--- config.mk ---
export PLATFORM = sky130hd
export DESIGN_NAME = mc_control_fsm
export DESIGN_NICKNAME = d
export VERILOG_FILES = /design/src/rtl/mc_control_fsm.sv
export SDC_FILE = /design/constraint.sdc
export NUM_CORES = 1
export LEC_CHECK = 0
export ABC_AREA = 1
export CAP_MARGIN = 0
export CORE_AREA = 8 8 65 67
export DETAILED_ROUTE_END_ITERATION = 12
export DIE_AREA = 0 0 73 75
export DONT_BUFFER_PORTS = 1
export GPL_ROUTABILITY_DRIVEN = 0
export SYNTH_ARGS = -nofsm -noshare
export SYNTH_HDL_FRONTEND = slang
export SYNTH_SLANG_ARGS = --single-unit
--- constraint.sdc ---
create_clock -name Clock -period 2.1 [get_ports Clock]
set_clock_uncertainty 0.15 [all_clocks]
set_input_delay 0.105 -clock Clock [delete_from_list [all_inputs] [get_ports Clock]]
set_output_delay 0.105 -clock Clock [all_outputs]
set_load 0.005 [all_outputs]
--- src/rtl/mc_control_fsm.sv ---
// Multicycle MIPS-subset main control FSM (Moore).
// Sequences fetch/decode/execute/memory/write-back for R-type, addi/addiu,
// lw/sw, beq/bne, j and, optionally, mult/div with a timeout, plus precise
// exceptions that save EPC and vector the PC.
// Optional feature macro: CTRL_MULDIV_EN (mult/div decode, handshake, timeout).
module mc_control_fsm #(
  parameter int unsigned MEM_WAIT       = 2,
  parameter int unsigned MULDIV_TIMEOUT = 64,
  parameter int unsigned CNT_W          = 7
) (
  input  logic       Clock,
  input  logic       Reset_n,
  input  logic [5:0] OPCode,
  input  logic [5:0] Funct,
  input  logic       Zero,
  input  logic       Overflow,
  input  logic       MulDivDone,
  input  logic       DivZero,
  output logic [4:0] Estado,
  output logic       PCWrite,
  output logic [1:0] IorD,
  output logic       MemWrite,
  output logic       IRWrite,
  output logic       MDRWrite,
  output logic       ABWrite,
  output logic       ALUOutWrite,
  output logic [1:0] ALUSrcA,
  output logic [2:0] ALUSrcB,
  output logic [2:0] ALUCtrl,
  output logic       RegWrite,
  output logic [2:0] RegDst,
  output logic [2:0] MemToReg,
  output logic [2:0] PCSrc,
  output logic       EPCWrite,
  output logic [1:0] ExcCode,
  output logic       MulDivStart,
  output logic       MulDivSel,
  output logic       HiLoWrite,
  output logic       DpReset
);

  localparam logic [4:0] S_RESET   = 5'd0;
  localparam logic [4:0] S_FETCH   = 5'd1;
  localparam logic [4:0] S_FWAIT   = 5'd2;
  localparam logic [4:0] S_DECODE  = 5'd3;
  localparam logic [4:0] S_REXEC   = 5'd4;
  localparam logic [4:0] S_RWB     = 5'd5;
  localparam logic [4:0] S_IEXEC   = 5'd6;
  localparam logic [4:0] S_IWB     = 5'd7;
  localparam logic [4:0] S_ADDR    = 5'd8;
  localparam logic [4:0] S_MWAIT   = 5'd9;
  localparam logic [4:0] S_LWB     = 5'd10;
  localparam logic [4:0] S_STORE   = 5'd11;
  localparam logic [4:0] S_BRANCH  = 5'd12;
  localparam logic [4:0] S_JUMP    = 5'd13;
  localparam logic [4:0] S_EXC     = 5'd17;
  localparam logic [4:0] S_EXCJ    = 5'd18;

  localparam logic [5:0] OP_RTYPE = 6'h00;
  localparam logic [5:0] OP_J     = 6'h02;
  localparam logic [5:0] OP_BEQ   = 6'h04;
  localparam logic [5:0] OP_BNE   = 6'h05;
  localparam logic [5:0] OP_ADDI  = 6'h08;
  localparam logic [5:0] OP_ADDIU = 6'h09;
  localparam logic [5:0] OP_LW    = 6'h23;
  localparam logic [5:0] OP_SW    = 6'h2B;

  localparam logic [5:0] FN_ADD = 6'h20;
  localparam logic [5:0] FN_SUB = 6'h22;
  localparam logic [5:0] FN_AND = 6'h24;
  localparam logic [5:0] FN_SLT = 6'h2A;

  localparam logic [1:0] EXC_OPC = 2'b00;
  localparam logic [1:0] EXC_OVF = 2'b01;

  localparam logic [CNT_W-1:0] MW_LAST = CNT_W'(MEM_WAIT - 1);

`ifdef CTRL_MULDIV_EN
  localparam logic [4:0] S_MDSTART = 5'd14;
  localparam logic [4:0] S_MDRUN   = 5'd15;
  localparam logic [4:0] S_MDWB    = 5'd16;
  localparam logic [5:0] FN_MULT   = 6'h18;
  localparam logic [5:0] FN_DIV    = 6'h1A;
  localparam logic [1:0] EXC_DIV0  = 2'b10;
  localparam logic [1:0] EXC_TOUT  = 2'b11;
  localparam logic [CNT_W-1:0] TO_LAST = CNT_W'(MULDIV_TIMEOUT - 1);
`else
  localparam logic [31:0] TO_BITS = 32'(MULDIV_TIMEOUT);
  logic unused_muldiv;
  assign unused_muldiv = ^{MulDivDone, DivZero, TO_BITS};
`endif

  logic [4:0]       state_q, state_d;
  logic [CNT_W-1:0] cnt_q, cnt_d;
  logic [1:0]       exc_q, exc_d;

  logic       pc_write, mem_write, ir_write, mdr_write, ab_write, aluout_write;
  logic       reg_write, epc_write, md_start, md_sel, hilo_write, dp_reset;
  logic [1:0] iord, alu_src_a, exc_code;
  logic [2:0] alu_src_b, alu_ctrl, reg_dst, mem_to_reg, pc_src;

  // State, shared wait/timeout counter and pending exception code.
  always_ff @(posedge Clock or negedge Reset_n) begin
    if (!Reset_n) begin
      state_q <= S_RESET;
      cnt_q   <= '0;
      exc_q   <= '0;
    end else begin
      state_q <= state_d;
      cnt_q   <= cnt_d;
      exc_q   <= exc_d;
    end
  end

  // Next-state, counter and exception-code selection.
  always_comb begin
    state_d = state_q;
    cnt_d   = cnt_q;
    exc_d   = exc_q;
    case (state_q)
      S_RESET: state_d = S_FETCH;
      S_FETCH: begin
        cnt_d   = '0;
        state_d = S_FWAIT;
      end
      S_FWAIT: begin
        cnt_d = cnt_q + CNT_W'(1);
        if (cnt_q == MW_LAST) state_d = S_DECODE;
      end
      S_DECODE: begin
        state_d = S_EXC;
        case (OPCode)
          OP_RTYPE: begin
            case (Funct)
              FN_ADD, FN_SUB, FN_AND, FN_SLT: state_d = S_REXEC;
`ifdef CTRL_MULDIV_EN
              FN_MULT, FN_DIV:                state_d = S_MDSTART;
`endif
              default: ;
            endcase
          end
          OP_ADDI, OP_ADDIU: state_d = S_IEXEC;
          OP_LW, OP_SW:      state_d = S_ADDR;
          OP_BEQ, OP_BNE:    state_d = S_BRANCH;
          OP_J:              state_d = S_JUMP;
          default: ;
        endcase
        if (state_d == S_EXC) exc_d = EXC_OPC;
      end
      S_REXEC: begin
        if (((Funct == FN_ADD) || (Funct == FN_SUB)) && Overflow) begin
          exc_d   = EXC_OVF;
          state_d = S_EXC;
        end else begin
          state_d = S_RWB;
        end
      end
      S_RWB: state_d = S_FETCH;
      S_IEXEC: begin
        if ((OPCode == OP_ADDI) && Overflow) begin
          exc_d   = EXC_OVF;
          state_d = S_EXC;
        end else begin
          state_d = S_IWB;
        end
      end
      S_IWB: state_d = S_FETCH;
      S_ADDR: begin
        cnt_d   = '0;
        state_d = (OPCode == OP_LW) ? S_MWAIT : S_STORE;
      end
      S_MWAIT: begin
        cnt_d = cnt_q + CNT_W'(1);
        if (cnt_q == MW_LAST) state_d = S_LWB;
      end
      S_LWB: state_d = S_FETCH;
      S_STORE: begin
        cnt_d = cnt_q + CNT_W'(1);
        if (cnt_q == MW_LAST) state_d = S_FETCH;
      end
      S_BRANCH: state_d = S_FETCH;
      S_JUMP:   state_d = S_FETCH;
`ifdef CTRL_MULDIV_EN
      S_MDSTART: begin
        cnt_d = '0;
        if ((Funct == FN_DIV) && DivZero) begin
          exc_d   = EXC_DIV0;
          state_d = S_EXC;
        end else begin
          state_d = S_MDRUN;
        end
      end
      // Done is tested before the timeout so a result arriving on the last
      // allowed cycle is still accepted.
      S_MDRUN: begin
        cnt_d = cnt_q + CNT_W'(1);
        if (MulDivDone) begin
          state_d = S_MDWB;
        end else if (cnt_q == TO_LAST) begin
          exc_d   = EXC_TOUT;
          state_d = S_EXC;
        end
      end
      S_MDWB: state_d = S_FETCH;
`endif
      S_EXC:  state_d = S_EXCJ;
      S_EXCJ: state_d = S_FETCH;
      default: state_d = S_RESET;
    endcase
  end

  // Datapath control decode from the current state.
  always_comb begin
    pc_write     = 1'b0;
    iord         = 2'b00;
    mem_write    = 1'b0;
    ir_write     = 1'b0;
    mdr_write    = 1'b0;
    ab_write     = 1'b0;
    aluout_write = 1'b0;
    alu_src_a    = 2'b00;
    alu_src_b    = 3'b000;
    alu_ctrl     = 3'b000;
    reg_write    = 1'b0;
    reg_dst      = 3'b000;
    mem_to_reg   = 3'b000;
    pc_src       = 3'b000;
    epc_write    = 1'b0;
    exc_code     = 2'b00;
    md_start     = 1'b0;
    md_sel       = 1'b0;
    hilo_write   = 1'b0;
    dp_reset     = 1'b0;
    case (state_q)
      S_RESET: begin
        dp_reset   = 1'b1;
        reg_write  = 1'b1;
        reg_dst    = 3'b100;
        mem_to_reg = 3'b111;
      end
      S_FETCH: begin
        alu_src_b = 3'b001;
        alu_ctrl  = 3'b001;
        pc_write  = 1'b1;
      end
      S_FWAIT: ir_write = (cnt_q == MW_LAST);
      S_DECODE: begin
        ab_write     = 1'b1;
        aluout_write = 1'b1;
        alu_src_b    = 3'b011;
        alu_ctrl     = 3'b001;
      end
      S_REXEC: begin
        alu_src_a    = 2'b01;
        aluout_write = 1'b1;
        case (Funct)
          FN_SUB:  alu_ctrl = 3'b010;
          FN_AND:  alu_ctrl = 3'b011;
          FN_SLT:  alu_ctrl = 3'b111;
          default: alu_ctrl = 3'b001;
        endcase
      end
      S_RWB: begin
        reg_write = 1'b1;
        reg_dst   = 3'b001;
      end
      S_IEXEC: begin
        alu_src_a    = 2'b01;
        alu_src_b    = 3'b010;
        alu_ctrl     = 3'b001;
        aluout_write = 1'b1;
      end
      S_IWB: reg_write = 1'b1;
      S_ADDR: begin
        alu_src_a    = 2'b01;
        alu_src_b    = 3'b010;
        alu_ctrl     = 3'b001;
        aluout_write = 1'b1;
      end
      S_MWAIT: begin
        iord      = 2'b01;
        mdr_write = (cnt_q == MW_LAST);
      end
      S_LWB: begin
        reg_write  = 1'b1;
        mem_to_reg = 3'b001;
      end
      S_STORE: begin
        iord      = 2'b01;
        mem_write = 1'b1;
      end
      S_BRANCH: begin
        alu_src_a = 2'b01;
        alu_ctrl  = 3'b010;
        pc_src    = 3'b001;
        pc_write  = ((OPCode == OP_BEQ) && Zero) || ((OPCode == OP_BNE) && !Zero);
      end
      S_JUMP: begin
        pc_src   = 3'b010;
        pc_write = 1'b1;
      end
`ifdef CTRL_MULDIV_EN
      S_MDSTART: begin
        md_start = 1'b1;
        md_sel   = (Funct == FN_DIV);
      end
      S_MDWB: hilo_write = 1'b1;
`endif
      S_EXC: begin
        alu_src_b = 3'b001;
        alu_ctrl  = 3'b010;
        epc_write = 1'b1;
        exc_code  = exc_q;
      end
      S_EXCJ: begin
        pc_src   = 3'b011;
        pc_write = 1'b1;
        exc_code = exc_q;
      end
      default: ;
    endcase
  end

  // RESET drives its own strobes once released; while Reset_n is low every
  // control output is forced quiet so nothing in the datapath is written.
  assign Estado      = state_q;
  assign PCWrite     = Reset_n & pc_write;
  assign IorD        = Reset_n ? iord : '0;
  assign MemWrite    = Reset_n & mem_write;
  assign IRWrite     = Reset_n & ir_write;
  assign MDRWrite    = Reset_n & mdr_write;
  assign ABWrite     = Reset_n & ab_write;
  assign ALUOutWrite = Reset_n & aluout_write;
  assign ALUSrcA     = Reset_n ? alu_src_a : '0;
  assign ALUSrcB     = Reset_n ? alu_src_b : '0;
  assign ALUCtrl     = Reset_n ? alu_ctrl : '0;
  assign RegWrite    = Reset_n & reg_write;
  assign RegDst      = Reset_n ? reg_dst : '0;
  assign MemToReg    = Reset_n ? mem_to_reg : '0;
  assign PCSrc       = Reset_n ? pc_src : '0;
  assign EPCWrite    = Reset_n & epc_write;
  assign ExcCode     = Reset_n ? exc_code : '0;
  assign MulDivStart = Reset_n & md_start;
  assign MulDivSel   = Reset_n & md_sel;
  assign HiLoWrite   = Reset_n & hilo_write;
  assign DpReset     = Reset_n & dp_reset;

endmodule

# ---- After elaboration in Yosys (flattened, before gate mapping)
# Cells that the tools add are included.
dict set report word_totals {
  ff_bits 14
  mem_bits_rw 0
  output_inout_bits 38
  latchBits 0
  rom_bits 0
  word_cells 118
  mem_count 0
  inputBits 18
}
dict set report classes {
  n_mul 0
  add_sub_neg 1
  n_shift 0
  div 0
  bitwise_logic 9
  n_mux 41
  n_eq_ne 34
  reduce_logical 30
  magnitude_cmp 0
}
# cell count
set ops {}
lappend ops {{5-bit one-hot mux with 10 select lines} 1}
lappend ops {{6-bit == test (second input constant)} 6}
lappend ops {{5-bit 2-to-1 mux} 7}
lappend ops {{5-bit by 4-bit == test with 1-bit output (second input constant)} 6}
lappend ops {{5-bit one-hot mux with 5 select lines} 1}
lappend ops {{5-bit by 3-bit == test with 1-bit output (second input constant)} 4}
lappend ops {{4-bit OR reduction} 5}
lappend ops {{2-bit one-hot mux with 3 select lines} 3}
lappend ops {{3-bit one-hot mux with 3 select lines} 2}
lappend ops {{2-bit OR reduction} 9}
lappend ops {{2-bit 2-to-1 mux} 8}
lappend ops {{5-bit == test (second input constant)} 3}
lappend ops {{3-bit 2-to-1 mux} 5}
lappend ops {{7-bit one-hot mux with 2 select lines} 1}
lappend ops {{6-bit by 3-bit == test with 1-bit output (second input constant)} 2}
lappend ops {{6-bit by 4-bit == test with 1-bit output (second input constant)} 2}
lappend ops {{2-bit inequality test (second input constant)} 6}
lappend ops {{3-bit one-hot mux with 2 select lines} 2}
lappend ops {{5-bit by 2-bit == test with 1-bit output (second input constant)} 2}
lappend ops {{1-bit 2-to-1 mux} 10}
lappend ops {{1-bit AND} 9}
lappend ops {{7-bit by 1-bit adder with 7-bit output (second input constant)} 1}
lappend ops {{7-bit by 1-bit == test with 1-bit output (second input constant)} 1}
lappend ops {{7-bit OR reduction} 1}
lappend ops {{other kinds (13)} 18}

# ---- Logic depth before layout (Yosys ltp)
dict set report depth {
  word_depth 8
  mapped_depth 10
  depth_no_buf 10
}

# ---- Worst setup path before layout
# OpenSTA, ideal clock, no wires.
dict set report synth_path {
  path_type {register -> register}
  startpoint {reg state_q[2] (netlist: Estado[2])}
  endpoint {reg state_q[1] (netlist: Estado[1])}
  required_time_ps 1829
  synth_period_minus_slack_ps 1495
  setup_slack_ps 605
  path_stages_with_launch 8
  setup_time_ps 121
  path_buffers 0
  arrival_ps 1224
  path_cell_list {dfrtp_1 -> nand3b_2 -> nor2_2 -> nor2_8 -> nor2_8 -> inv_2 -> nand2_1 -> o21ai_1}
}
dict set report synth_via {
  elab_chain_len 3
  word_cells_on_any_way 22
  classes_between {eq/ne: 18; mux: 1; reduce/logical: 3}
}
# element line_no
set synth_lines {}
lappend synth_lines {{from (decl)} 93} ;# logic [4:0] state_q, state_d;
lappend synth_lines {{from (signal assigned)} 109} ;# state_q <= state_d;
lappend synth_lines {{5-bit == test (tied with other cells)} 120} ;# case (state_q)
lappend synth_lines {{7-bit OR reduction (no line) / 2-bit inequality test (equally long branches)} -}
lappend synth_lines {{5-bit one-hot mux with 10 select lines / 3-bit AND reduction (equally long branches)} -}
# Parallel ways exist; a longest one is shown, timed or not.
# A chain may end at the register's enable or synchronous reset.

# ---- Final worst setup path
dict set report layout_path {
  startpoint {in Funct[5]}
  endpoint {reg state_q[2] (netlist: Estado[2])}
}
dict set report layout_via {
  elab_chain_len 6
  word_cells_on_any_way 12
  classes_between {eq/ne: 4; mux: 5; reduce/logical: 3}
}
# element line_no
set layout_lines {}
lappend layout_lines {{from (decl)} 14} ;# input logic [5:0] Funct,
lappend layout_lines {{6-bit == test, on equally long branches} {134, 151}}
lappend layout_lines {{4-bit OR reduction} 134} ;# case (Funct)
lappend layout_lines {{5-bit 2-to-1 mux} 134}
lappend layout_lines {{5-bit one-hot mux with 5 select lines} 132} ;# case (OPCode)
lappend layout_lines {{5-bit 2-to-1 mux} 120}
lappend layout_lines {{5-bit one-hot mux with 10 select lines (*)} 120}
# Every way passes the cells marked *; elsewhere a longest branch is shown, timed or not. The select of a mux whose other input is x is not followed.

==> results_dict.tcl <==
set metrics [dict create \
    worst-endpoint-arrival_ps 2040 \
    num_vias 1352 \
    numPortBuffers 0 \
    setup_slack_at_placement_ps 441 \
    yosysSeqAreaShare_pct 23.2 \
    num-nets-final 250 \
    multi_input_area_um2 885 \
    die_h_um 75 \
    max_cap_viol_count 0 \
    clk_path_buf_depth 2 \
    cts-root-buf "clkbuf_4" \
    worst_skew_pair.late_latency_ps 270 \
    diodes 0 \
    timing.critical_path.from_type "input port" \
    seqCellArea_um2 325 \
    critical_path_required_ps 2110 \
    drt-total-wl_um 3640 \
    cts_setup_buffers 0 \
    initial_utilization_pct 43.4 \
    fin_hold_ws_ps 27.0 \
    grt_start_max_net_pins 17 \
    floorplan.die_area_um2 5480 \
    synth_simple_gate_area_share_pct 45.5 \
    cellLeakagePower_nw 0.737 \
    synth.area.top_cells "dfrtp_1 23%, nor2_1 13%, nand3_1 10%" \
    synthMuxAreaShare_pct 0 \
    total_standard_cell_area_after_synthesis_um2 1400 \
    grt_setup_unrepaired "no" \
    synth-compound-area-share_pct 11.3 \
    synth.ff_latch_count 13 \
    power.density_nw_per_um2 1060 \
    post-route-worst-setup-slack_ps 76.9 \
    layout.core_utilization_pct 45.2 \
    post_drt_via_cell_ratio 4.92 \
    yosysTopAreaCell "dfrtp_1" \
    power.share.clock_pct 10.0 \
    floorplan.io_pins 56 \
    grt_antenna_before_repair 0 \
    synth_top_family_by_area "simple AND/OR/NAND/NOR gates" \
    timing.critical_path.fanout_max 3 \
    synthDistinctLibCells 30 \
    cts_buffers 3 \
    fin_crit_sh_pct 96.3 \
    tritoncts "done" \
    outcome "completed" \
    p_total_mw 1.55 \
    synthArstFlopShare_pct 100 \
    syn_to_final_growth_pct 4.10 \
    tightestPinTransition_ps 616 \
    worst-setup-path-type "in -> reg" \
    wl_per_cell_um 13.2 \
    cts.sink_count 13 \
    postSynthCellCount 227 \
    p_comb_share_pct 62.7 \
    clock_transition_time_at_the_flip_flop_clock_pins_of_the_worst_setup_and_hold_paths_ps 80 \
    htree_num_levels 1 \
    dp_hpwl_um 2950 \
    synthTopCellsByCount "47 x nor2_1, 37 x nand2_1, 29 x nand3_1, 28 x inv_1, 13 x dfrtp_1" \
    fmax_mhz 494 \
    irDropWorstVdd_mv 0.520 \
    grt_first_pass_wirelength_um 6120 \
    dr.first_iter.drc_count 160 \
    placement_rows 21 \
    synth_flop_cell "dfrtp_1" \
    fraction_of_the_mapped_netlist_area_in_adder_cells_pct 1.78 \
    post-route-drc-count 0 \
    dr.pass1.iters 4 \
    chipWidth_um 73 \
    finalHoldViolCount 0 \
    fraction_of_layout_instances_using_a_drive_strength_above_1_pct 11.4 \
    area_of_the_core_um2 3230 \
    synth_enable_flop_cells 0 \
    syn_area_per_cell_um2 6.18 \
    overflow 0 \
    synth_xor_xnor_area_share_pct 1.87 \
    internal_power_contribution_uw 694 \
    via_count_of_the_first_global_routing_pass 1348 \
    number_of_failing_setup_endpoints_in_the_final_timing_report 0 \
    postRouteAntennaNets 0 \
    timing.slew.headroom_pct 58.8 \
    fraction_of_synthesized_cell_area_taken_by_the_top_area_cell_type_pct 23.2 \
    setup.worst_path.end_class "flip-flop" \
    yosysMostFrequentCell "nor2_1" \
    slew_violations 0 \
    power.switching_uw 859 \
    overall_routing_resource_usage_pct 13.9 \
    yosys_warnings 0 \
    hold_path.class "in -> reg" \
    filler_cell_count 340 \
    p_sw_share_pct 55.3 \
    sequentialPowerShare_pct 27.3 \
    fin_setup_tns_ps 0 \
    final_period_minus_worst_setup_slack_ps 2020 \
]
## power groups by stage
stage / combinational [mW] / sequential [mW] / clock, mW
4_1_cts: 0.971 / 0.423 / 0.165
6_report: 0.973 / 0.424 / 0.156
3_3_place_gp: 0.957 / 0.429 / 0
3_5_place_dp: 0.954 / 0.428 / 0
2_1_floorplan: 0.827 / 0.403 / 0
5_1_grt: 1.11 / 0.440 / 0.179
## stage by stage
stage | cell area [um^2] | cells
floorplan | 1430 | 235
global placement | 1390 | 267
detailed placement | 1390 | 267
CTS | 1460 | 275
global route | 1460 | 275
finish | 1460 | 275
## path summary, 6_finish.rpt
check / from / end / depth (start not counted) / slack [ps]
setup / recovery: Funct[5] / Estado[2] / 6 / 80
hold / removal: Overflow / Estado[4] / 4 / 30
max in group asynchronous: Reset_n / cnt_q[0] / 1 / 1270
min in group asynchronous: Reset_n / Estado[3] / 1 / 130
hold reg to reg: exc_q[0] / exc_q[0] / 2 / 360
setup reg to reg: Estado[4] / Estado[2] / 6 / 100
## per-layer routing
layer  GRT usage [%]  share of wire [%]
met4            2.22                1.5
met1            16.4                 42
met3            5.19                8.2
met5               0                  0
met2            23.7                 48
## layout by cell type (no fill, tap or decap), drive strengths merged
master | synthesis | final
dfrtp | 13 | 13
o32ai | 1 | 1
conb | 1 | 9
a31oi | 2 | 2
o21ai | 7 | 7
ha | 2 | 2
xor2 | 2 | 2
clkbuf | 1 | 4
xnor2 | 1 | 1
nand3b | 1 | 1
nand2 | 39 | 39
nand4 | 3 | 3
nand3 | 29 | 29
o31a | 1 | 1
a21oi | 9 | 9
o22ai | 5 | 5
inv | 34 | 34
nor3 | 6 | 6
nor2 | 57 | 57
dlygate4sd3 | 0 | 4
## state kept, by name (all words and copies together) (netlist names)
signal  flops
exc_q       1
Estado      5
cnt_q       7
## final cells by class
type / count / area share [%]
inverters: 34 / 8.73
flip-flops and latches: 13 / 22.3
well taps: 46 / 3.94
clock buffers: 4 / 1.80
repair buffers: 4 / 2.74
multi-input cells: 174 / 60.5
## worst max-delay path: stages
cell	delay (ps)
dlygate4sd3_1	530
nand4_1	110
dlygate4sd3_1	570
nand2_1	80
nand3_1	80
dlygate4sd3_1	560
## kinds of logic after synthesis
logic type      count (synthesis)
buf+inv                        48
compound gates                 25
xor+xnor                        3
simple gates                  135
other cells                     1
flops                          13
fa+ha+maj                       2
## repair_timing
action                                  4_1_cts  5_1_grt
endpoints found under the setup margin        0        3
gates resized for setup                       0        1
endpoints found under the hold margin        14        0
hold buffers                                  4        0
(Power assumes the default switching activity.)
